==> src/rtl/sprite_pkg.sv <==
// Shared sprite command types and widths for the SPI decoder, sprite_queue and sprite_driver.
// Latency: none (types and constants only).
// Backpressure: not applicable.
package sprite_pkg;

    localparam int ID_W               = 8;
    localparam int COORD_W            = 16;
    localparam int SCALE_W            = 8;
    localparam int SPRITE_QUEUE_DEPTH = 64;

    // One draw command as stored in the queue and consumed by sprite_driver.
    typedef struct packed {
        logic [ID_W-1:0]    id;
        logic [COORD_W-1:0] x;
        logic [COORD_W-1:0] y;
        logic [SCALE_W-1:0] scale;
    } sprite_cmd_t;

endpackage

==> src/rtl/sprite_queue_if.sv <==
// Producer/consumer bundle of sprite_queue; the master side is the decoder plus driver, the slave side is the queue.
// Latency: none (wiring only).
// Backpressure: enq_ready from the queue; optional stats ports exist only with SPRITE_QUEUE_STATS_EN.
interface sprite_queue_if
    import sprite_pkg::*;
#(
    parameter int DEPTH = SPRITE_QUEUE_DEPTH
);
    localparam int PW = $clog2(DEPTH) + 1;

    logic               enq_valid;
    logic               enq_ready;
    logic [ID_W-1:0]    enq_id;
    logic [COORD_W-1:0] enq_x;
    logic [COORD_W-1:0] enq_y;
    logic [SCALE_W-1:0] enq_scale;
    logic               commit;
    logic               abort;
    logic               dequeue;
    logic               is_empty;
    logic [ID_W-1:0]    sprite_id;
    logic [COORD_W-1:0] sprite_x;
    logic [COORD_W-1:0] sprite_y;
    logic [SCALE_W-1:0] sprite_scale;
    logic [PW-1:0]      count;
    logic               overflow;
`ifdef SPRITE_QUEUE_STATS_EN
    logic [15:0]        drop_count;
    logic [PW-1:0]      peak_fill;
`endif

    modport master (
        output enq_valid, enq_id, enq_x, enq_y, enq_scale, commit, abort, dequeue,
        input  enq_ready, is_empty, sprite_id, sprite_x, sprite_y, sprite_scale, count, overflow
`ifdef SPRITE_QUEUE_STATS_EN
        , input drop_count, peak_fill
`endif
    );

    modport slave (
        input  enq_valid, enq_id, enq_x, enq_y, enq_scale, commit, abort, dequeue,
        output enq_ready, is_empty, sprite_id, sprite_x, sprite_y, sprite_scale, count, overflow
`ifdef SPRITE_QUEUE_STATS_EN
        , output drop_count, peak_fill
`endif
    );

endinterface

==> src/rtl/sprite_cmd_ram.sv <==
// Command storage: DEPTH x sprite_cmd_t with a synchronous write port and an asynchronous read port.
// Latency: write lands at the clock edge; read data follows raddr combinationally.
// Backpressure: none; the caller only writes free slots.
module sprite_cmd_ram
    import sprite_pkg::*;
#(
    parameter int DEPTH = SPRITE_QUEUE_DEPTH
) (
    input  logic                     clock,
    input  logic                     i_we,
    input  logic [$clog2(DEPTH)-1:0] i_waddr,
    input  sprite_cmd_t              i_wdata,
    input  logic [$clog2(DEPTH)-1:0] i_raddr,
    output sprite_cmd_t              o_rdata
);

    sprite_cmd_t r_mem [DEPTH];

    // Write port; contents need no reset because the pointers decide what is valid.
    always_ff @(posedge clock) begin
        if (i_we) begin
            r_mem[i_waddr] <= i_wdata;
        end
    end

    assign o_rdata = r_mem[i_raddr];

endmodule

==> src/rtl/sprite_queue.sv <==
// Frame-committed show-ahead FIFO of sprite commands; enqueues stay hidden until commit, abort discards them.
// Latency: a committed command is visible the cycle after commit; the next head is visible the cycle after dequeue.
// Backpressure: enq_ready low when full, enqueue while full is dropped and sets sticky overflow. Stats: SPRITE_QUEUE_STATS_EN.
module sprite_queue
    import sprite_pkg::*;
#(
    parameter int DEPTH = SPRITE_QUEUE_DEPTH
) (
    input  logic       clock,
    input  logic       reset,
    sprite_queue_if.slave q
);

    localparam int AW = $clog2(DEPTH);
    localparam int PW = AW + 1;

    // Pointers carry a wrap bit so full and empty are distinguishable.
    logic [PW-1:0] r_wr_ptr;
    logic [PW-1:0] r_cm_ptr;
    logic [PW-1:0] r_rd_ptr;
    logic [PW-1:0] r_count;
    logic          r_overflow;

    logic [PW-1:0] w_fill;
    logic [PW-1:0] w_wr_inc;
    logic [PW-1:0] w_wr_nxt;
    logic [PW-1:0] w_cm_nxt;
    logic [PW-1:0] w_rd_nxt;
    logic          w_full;
    logic          w_empty;
    logic          w_enq_acc;
    logic          w_enq_drop;
    logic          w_deq;
    sprite_cmd_t   w_wdata;
    sprite_cmd_t   w_rdata;

    assign w_fill     = r_wr_ptr - r_rd_ptr;
    assign w_full     = (w_fill == PW'(DEPTH));
    assign w_empty    = (r_rd_ptr == r_cm_ptr);
    // Abort wins over a same-cycle enqueue and does not count it as an overflow drop.
    assign w_enq_acc  = q.enq_valid && !w_full && !q.abort;
    assign w_enq_drop = q.enq_valid &&  w_full && !q.abort;
    assign w_deq      = q.dequeue && !w_empty;

    // Next pointers: commit takes the post-enqueue write pointer, abort rewinds to the commit boundary.
    always_comb begin
        w_wr_inc = r_wr_ptr + {{(PW-1){1'b0}}, w_enq_acc};
        w_wr_nxt = w_wr_inc;
        w_cm_nxt = r_cm_ptr;
        w_rd_nxt = r_rd_ptr + {{(PW-1){1'b0}}, w_deq};
        if (q.abort) begin
            w_wr_nxt = r_cm_ptr;
        end else if (q.commit) begin
            w_cm_nxt = w_wr_inc;
        end
    end

    // Pointer, count and sticky overflow registers; count tracks the next pointers so it never lags.
    always_ff @(posedge clock) begin
        if (reset) begin
            r_wr_ptr   <= '0;
            r_cm_ptr   <= '0;
            r_rd_ptr   <= '0;
            r_count    <= '0;
            r_overflow <= 1'b0;
        end else begin
            r_wr_ptr <= w_wr_nxt;
            r_cm_ptr <= w_cm_nxt;
            r_rd_ptr <= w_rd_nxt;
            r_count  <= w_cm_nxt - w_rd_nxt;
            if (w_enq_drop) begin
                r_overflow <= 1'b1;
            end
        end
    end

    assign w_wdata = '{id: q.enq_id, x: q.enq_x, y: q.enq_y, scale: q.enq_scale};

    sprite_cmd_ram #(.DEPTH(DEPTH)) u_ram (
        .clock   (clock),
        .i_we    (w_enq_acc),
        .i_waddr (r_wr_ptr[AW-1:0]),
        .i_wdata (w_wdata),
        .i_raddr (r_rd_ptr[AW-1:0]),
        .o_rdata (w_rdata)
    );

    assign q.enq_ready    = !w_full;
    assign q.is_empty     = w_empty;
    assign q.sprite_id    = w_rdata.id;
    assign q.sprite_x     = w_rdata.x;
    assign q.sprite_y     = w_rdata.y;
    assign q.sprite_scale = w_rdata.scale;
    assign q.count        = r_count;
    assign q.overflow     = r_overflow;

`ifdef SPRITE_QUEUE_STATS_EN
    logic [15:0]   r_drop_count;
    logic [PW-1:0] r_peak_fill;
    logic [PW-1:0] w_fill_nxt;

    assign w_fill_nxt = w_wr_nxt - w_rd_nxt;

    // Saturating drop counter and high-water mark of occupancy, both cleared only by reset.
    always_ff @(posedge clock) begin
        if (reset) begin
            r_drop_count <= '0;
            r_peak_fill  <= '0;
        end else begin
            if (w_enq_drop && (r_drop_count != 16'hFFFF)) begin
                r_drop_count <= r_drop_count + 16'd1;
            end
            if (w_fill_nxt > r_peak_fill) begin
                r_peak_fill <= w_fill_nxt;
            end
        end
    end

    assign q.drop_count = r_drop_count;
    assign q.peak_fill  = r_peak_fill;
`endif

endmodule

==> src/flat_wrapper.sv <==
// flat-port wrapper written by rule: the top's interface ports become plain ports
module sprite_queue_flat import sprite_pkg::*;
#(
    parameter int DEPTH = SPRITE_QUEUE_DEPTH
)
  (clock, reset, q_enq_valid, q_enq_id, q_enq_x, q_enq_y, q_enq_scale, q_commit, q_abort, q_dequeue, q_enq_ready, q_is_empty, q_sprite_id, q_sprite_x, q_sprite_y, q_sprite_scale, q_count, q_overflow);
  sprite_queue_if #(.DEPTH(DEPTH)) q_i ();
  input  logic clock;
  input  logic reset;
  input wire logic [$bits(q_i.enq_valid)-1:0] q_enq_valid;
  input wire logic [$bits(q_i.enq_id)-1:0] q_enq_id;
  input wire logic [$bits(q_i.enq_x)-1:0] q_enq_x;
  input wire logic [$bits(q_i.enq_y)-1:0] q_enq_y;
  input wire logic [$bits(q_i.enq_scale)-1:0] q_enq_scale;
  input wire logic [$bits(q_i.commit)-1:0] q_commit;
  input wire logic [$bits(q_i.abort)-1:0] q_abort;
  input wire logic [$bits(q_i.dequeue)-1:0] q_dequeue;
  output wire logic [$bits(q_i.enq_ready)-1:0] q_enq_ready;
  output wire logic [$bits(q_i.is_empty)-1:0] q_is_empty;
  output wire logic [$bits(q_i.sprite_id)-1:0] q_sprite_id;
  output wire logic [$bits(q_i.sprite_x)-1:0] q_sprite_x;
  output wire logic [$bits(q_i.sprite_y)-1:0] q_sprite_y;
  output wire logic [$bits(q_i.sprite_scale)-1:0] q_sprite_scale;
  output wire logic [$bits(q_i.count)-1:0] q_count;
  output wire logic [$bits(q_i.overflow)-1:0] q_overflow;
  assign q_i.enq_valid = q_enq_valid;
  assign q_i.enq_id = q_enq_id;
  assign q_i.enq_x = q_enq_x;
  assign q_i.enq_y = q_enq_y;
  assign q_i.enq_scale = q_enq_scale;
  assign q_i.commit = q_commit;
  assign q_i.abort = q_abort;
  assign q_i.dequeue = q_dequeue;
  assign q_enq_ready = q_i.enq_ready;
  assign q_is_empty = q_i.is_empty;
  assign q_sprite_id = q_i.sprite_id;
  assign q_sprite_x = q_i.sprite_x;
  assign q_sprite_y = q_i.sprite_y;
  assign q_sprite_scale = q_i.sprite_scale;
  assign q_count = q_i.count;
  assign q_overflow = q_i.overflow;
  sprite_queue #(.DEPTH(DEPTH)) u_core (.clock(clock), .reset(reset), .q(q_i));
endmodule
==> config.mk <==
export PLATFORM = sky130hd
export DESIGN_NAME = sprite_queue_flat
export DESIGN_NICKNAME = d
export VERILOG_FILES = /design/src/rtl/sprite_pkg.sv /design/src/rtl/sprite_queue_if.sv /design/src/rtl/sprite_cmd_ram.sv /design/src/rtl/sprite_queue.sv /design/src/flat_wrapper.sv
export SDC_FILE = /design/constraint.sdc
export NUM_CORES = 2
export LEC_CHECK = 0
export CAP_MARGIN = 20
export CORE_UTILIZATION = 45
export DETAILED_ROUTE_END_ITERATION = 10
export PLACE_DENSITY = 0.59
export SYNTH_ARGS = -nofsm -noshare
export SYNTH_HDL_FRONTEND = slang
export SYNTH_SLANG_ARGS = --single-unit
==> constraint.sdc <==
create_clock -name clock -period 9.55 [get_ports clock]
set_input_delay 0.955 -clock clock [delete_from_list [all_inputs] [get_ports clock]]
set_output_delay 0.955 -clock clock [all_outputs]
set_load 0.03 [all_outputs]
==> metrics.txt <==
run status complete, no violations; Die Footprint 264000 um2; largest net degree at the start of global routing 137; CP Capture Type output port; slew margin rel. 0.199; port bufs 111; Resized Gates After CTS 0; GRT overflow 0; chip width 514 um; minimum clock period 7.03 ns; Site Rows 187; Initial Util 0.453; critical path data arrival time 6.07 ns; worst min-delay path class in -> reg; critical path required time 8.60 ns; worst clock skew 0.0386 ns; final WL 347 mm; max cap viols 0; pwr dens 217 nW/um2; RePlAce Congestion 0.790; number of synthesized flops with an enable pin 3072; Clk Latency, worst-skew pair 0.95 ns; via count 59191; TritonCTS clock tree done; flop2flop setup slack 3.83 ns; fin cells 9188; core area 260000 um2; synth warn 0; worst-case clock buffer depth 4; layout cell share with drive strength beyond 1 0.266; crit path to q_sprite_scale[7]; Nets 5515; initial antenna violation count 32; Synth top cells by count 3072 x edfxtp_1, 766 x mux4_2, 244 x a22oi_1; CP Class reg -> out; worst reg-to-reg path cell count 10; vias in the first global route 58364; area share of the leading cell type in the synthesized netlist 0.783; Critical R2R Launch u_core.r_rd_ptr[4]; fmax 142 MHz; setup TNS 0 ns; via/cell ratio 6.44; Peak supply drop 0.224 mV; Critical Path Source u_core.r_rd_ptr[2]; crit-path max FO 85; first-pass GRT wire length 475 mm; Final Hold Viols 0; RSZ-0062 raised after global routing false; I/O pins 112; mean routed wirelength per cell 37.7 um; Setup Buffers After CTS 0; Fin Hold WS 0.313 ns; Detailed Routing Iterations Pass 1 6; Area contributors post-synth edfxtp_1 78%, mux4_2 15%, a22oi_1 1.6%; Post-Syn Nets 5182; Yosys reg bits 3101; most frequent cell after synthesis edfxtp_1; Seq/Total Area, Yosys 0.788; Tot GR Track Use 0.262; number of H-tree levels 5; Synth-to-Final Area Change 13.4%; Antenna Nets Post-Route 0; Power, Total 29.0 mW; part of the cycle the worst path needs 0.736; Mapped Area 118000 um2; Startpoint Class flop; Final HPWL DP 173 mm; RR Endpoint u_core.u_ram.r_mem[59][8]; chip height 514 um; Static Leakage 40.4 nW; Most used DFF post-synth edfxtp_1; placed cell count 8609; Mean Syn Cell Area 23.1 um2; Slew Limit Fails 0; clock slew at reported path FFs 0.06 ns; Hold-fix buffers, CTS 0; clock sink count 3101; Cell Area, Placed 124000 um2; fin area 134000 um2; cells after synthesis 5111; clock buffer count from CTS 319; async set or reset register ratio after synthesis 0; DRC viols 0; Yosys cell types 54; area leader, netlist edfxtp_1; Setup Viol. Count Final 0; First DRT Iteration DRCs 8518; FILL cells 20152; clock root buffer clkbuf_16; Worst-Margin Slew 1.20 ns
## metrics by stage
| stage | setup WS, ns | util |
|---|---|---|
| CTS | 2.59 | 0.513 |
| global placement | 3.38 | 0.475 |
| global route | 2.55 | 0.514 |
| detailed placement | 3.59 | 0.476 |
| finish | 2.52 | 0.514 |
| floorplan | 2.17 | - |
## worst min-delay path by stage
stage,startpoint,end,slack (ns),cells past startpoint
finish,q_enq_scale[2],u_core.u_ram.r_mem[14][2],0.31,1
global route,q_enq_scale[2],u_core.u_ram.r_mem[12][2],0.28,1
CTS,q_enq_y[2],u_core.u_ram.r_mem[9][10],0.44,1
detailed placement,u_core.q.overflow,u_core.q.overflow,0.44,2
global placement,u_core.q.overflow,u_core.q.overflow,0.45,2
floorplan,u_core.r_cm_ptr[5],u_core.r_wr_ptr[5],0.50,2
## layout make-up
class | count | area (um2) | area share
clock inverters | 158 | 1320 | 0.00987
flip-flops and latches | 3101 | 92800 | 0.695
inverters | 14 | 53.8 | 0.000403
well taps | 3496 | 4370 | 0.0327
repair buffers | 302 | 2660 | 0.0199
multi-input cells | 1706 | 23900 | 0.179
diodes | 14 | 35.0 | 0.000262
clock buffers | 397 | 8430 | 0.0631
## where the power goes
group          internal [mW]  switching [mW]  total (mW)
Combinational          0.964            1.16        2.12
Clock                   6.85            5.05        11.9
Sequential              15.0          0.0294        15.0
Total                   22.8            6.24        29.0
## kinds of logic after synthesis
kind of cell | after synthesis | share of synthesized area
DFF | 3101 | 0.788
muxes | 783 | 0.148
AOI/OAI and AO/OA | 515 | 0.0314
and+or+nand+nor | 369 | 0.0152
buffers and inverters | 304 | 0.0141
xor gates and xnor gates | 22 | 0.00170
adders and majority gates | 17 | 0.00187
## cells in the final DEF, fill, tap and decap left out, drive strengths merged, types with 15 or more instances in the layout
cell type and count:
nand3 16, and2 23, a211oi 82, inv 17, clkinv 127, mux4 766
clkbuf 397, edfxtp 3072, buf 239, bufinv 23, a21oi 71, nor2b 33
a221oi 44, clkdlybuf4s50 63, and3 45, dfxtp 29, nand2 40, nor3 60
nor2 131, o22ai 38, xnor2 15, ha 16, a22oi 244
## routing by layer
layer	up-vias	GRT usage	wire length, um
li1	22694	-	-
met1	32687	0.376	139000
met2	3219	0.410	164000
met3	583	0.0478	31900
met4	8	0.0822	11000
met5	-	0	50
## sequential cells by signal, summed over array words and instances (netlist names)
| name | flops |
|---|---|
| u_core.r_cm_ptr | 7 |
| u_core.r_wr_ptr | 7 |
| u_core.r_rd_ptr | 7 |
| u_core.q.count | 7 |
| u_core.q.overflow | 1 |
| u_core.u_ram.r_mem | 3072 |
## worst max-delay path: stages (launching register included)
cell and delay, ns:
dfxtp_4 0.87, buf_4 0.73, and2_4 0.57, buf_12 0.58, a22oi_1 0.19, a21oi_1 0.22, nor2_1 0.10, a211oi_2 0.94
clkdlybuf4s50_1 0.86
Power figures use the tool's default switching activity.
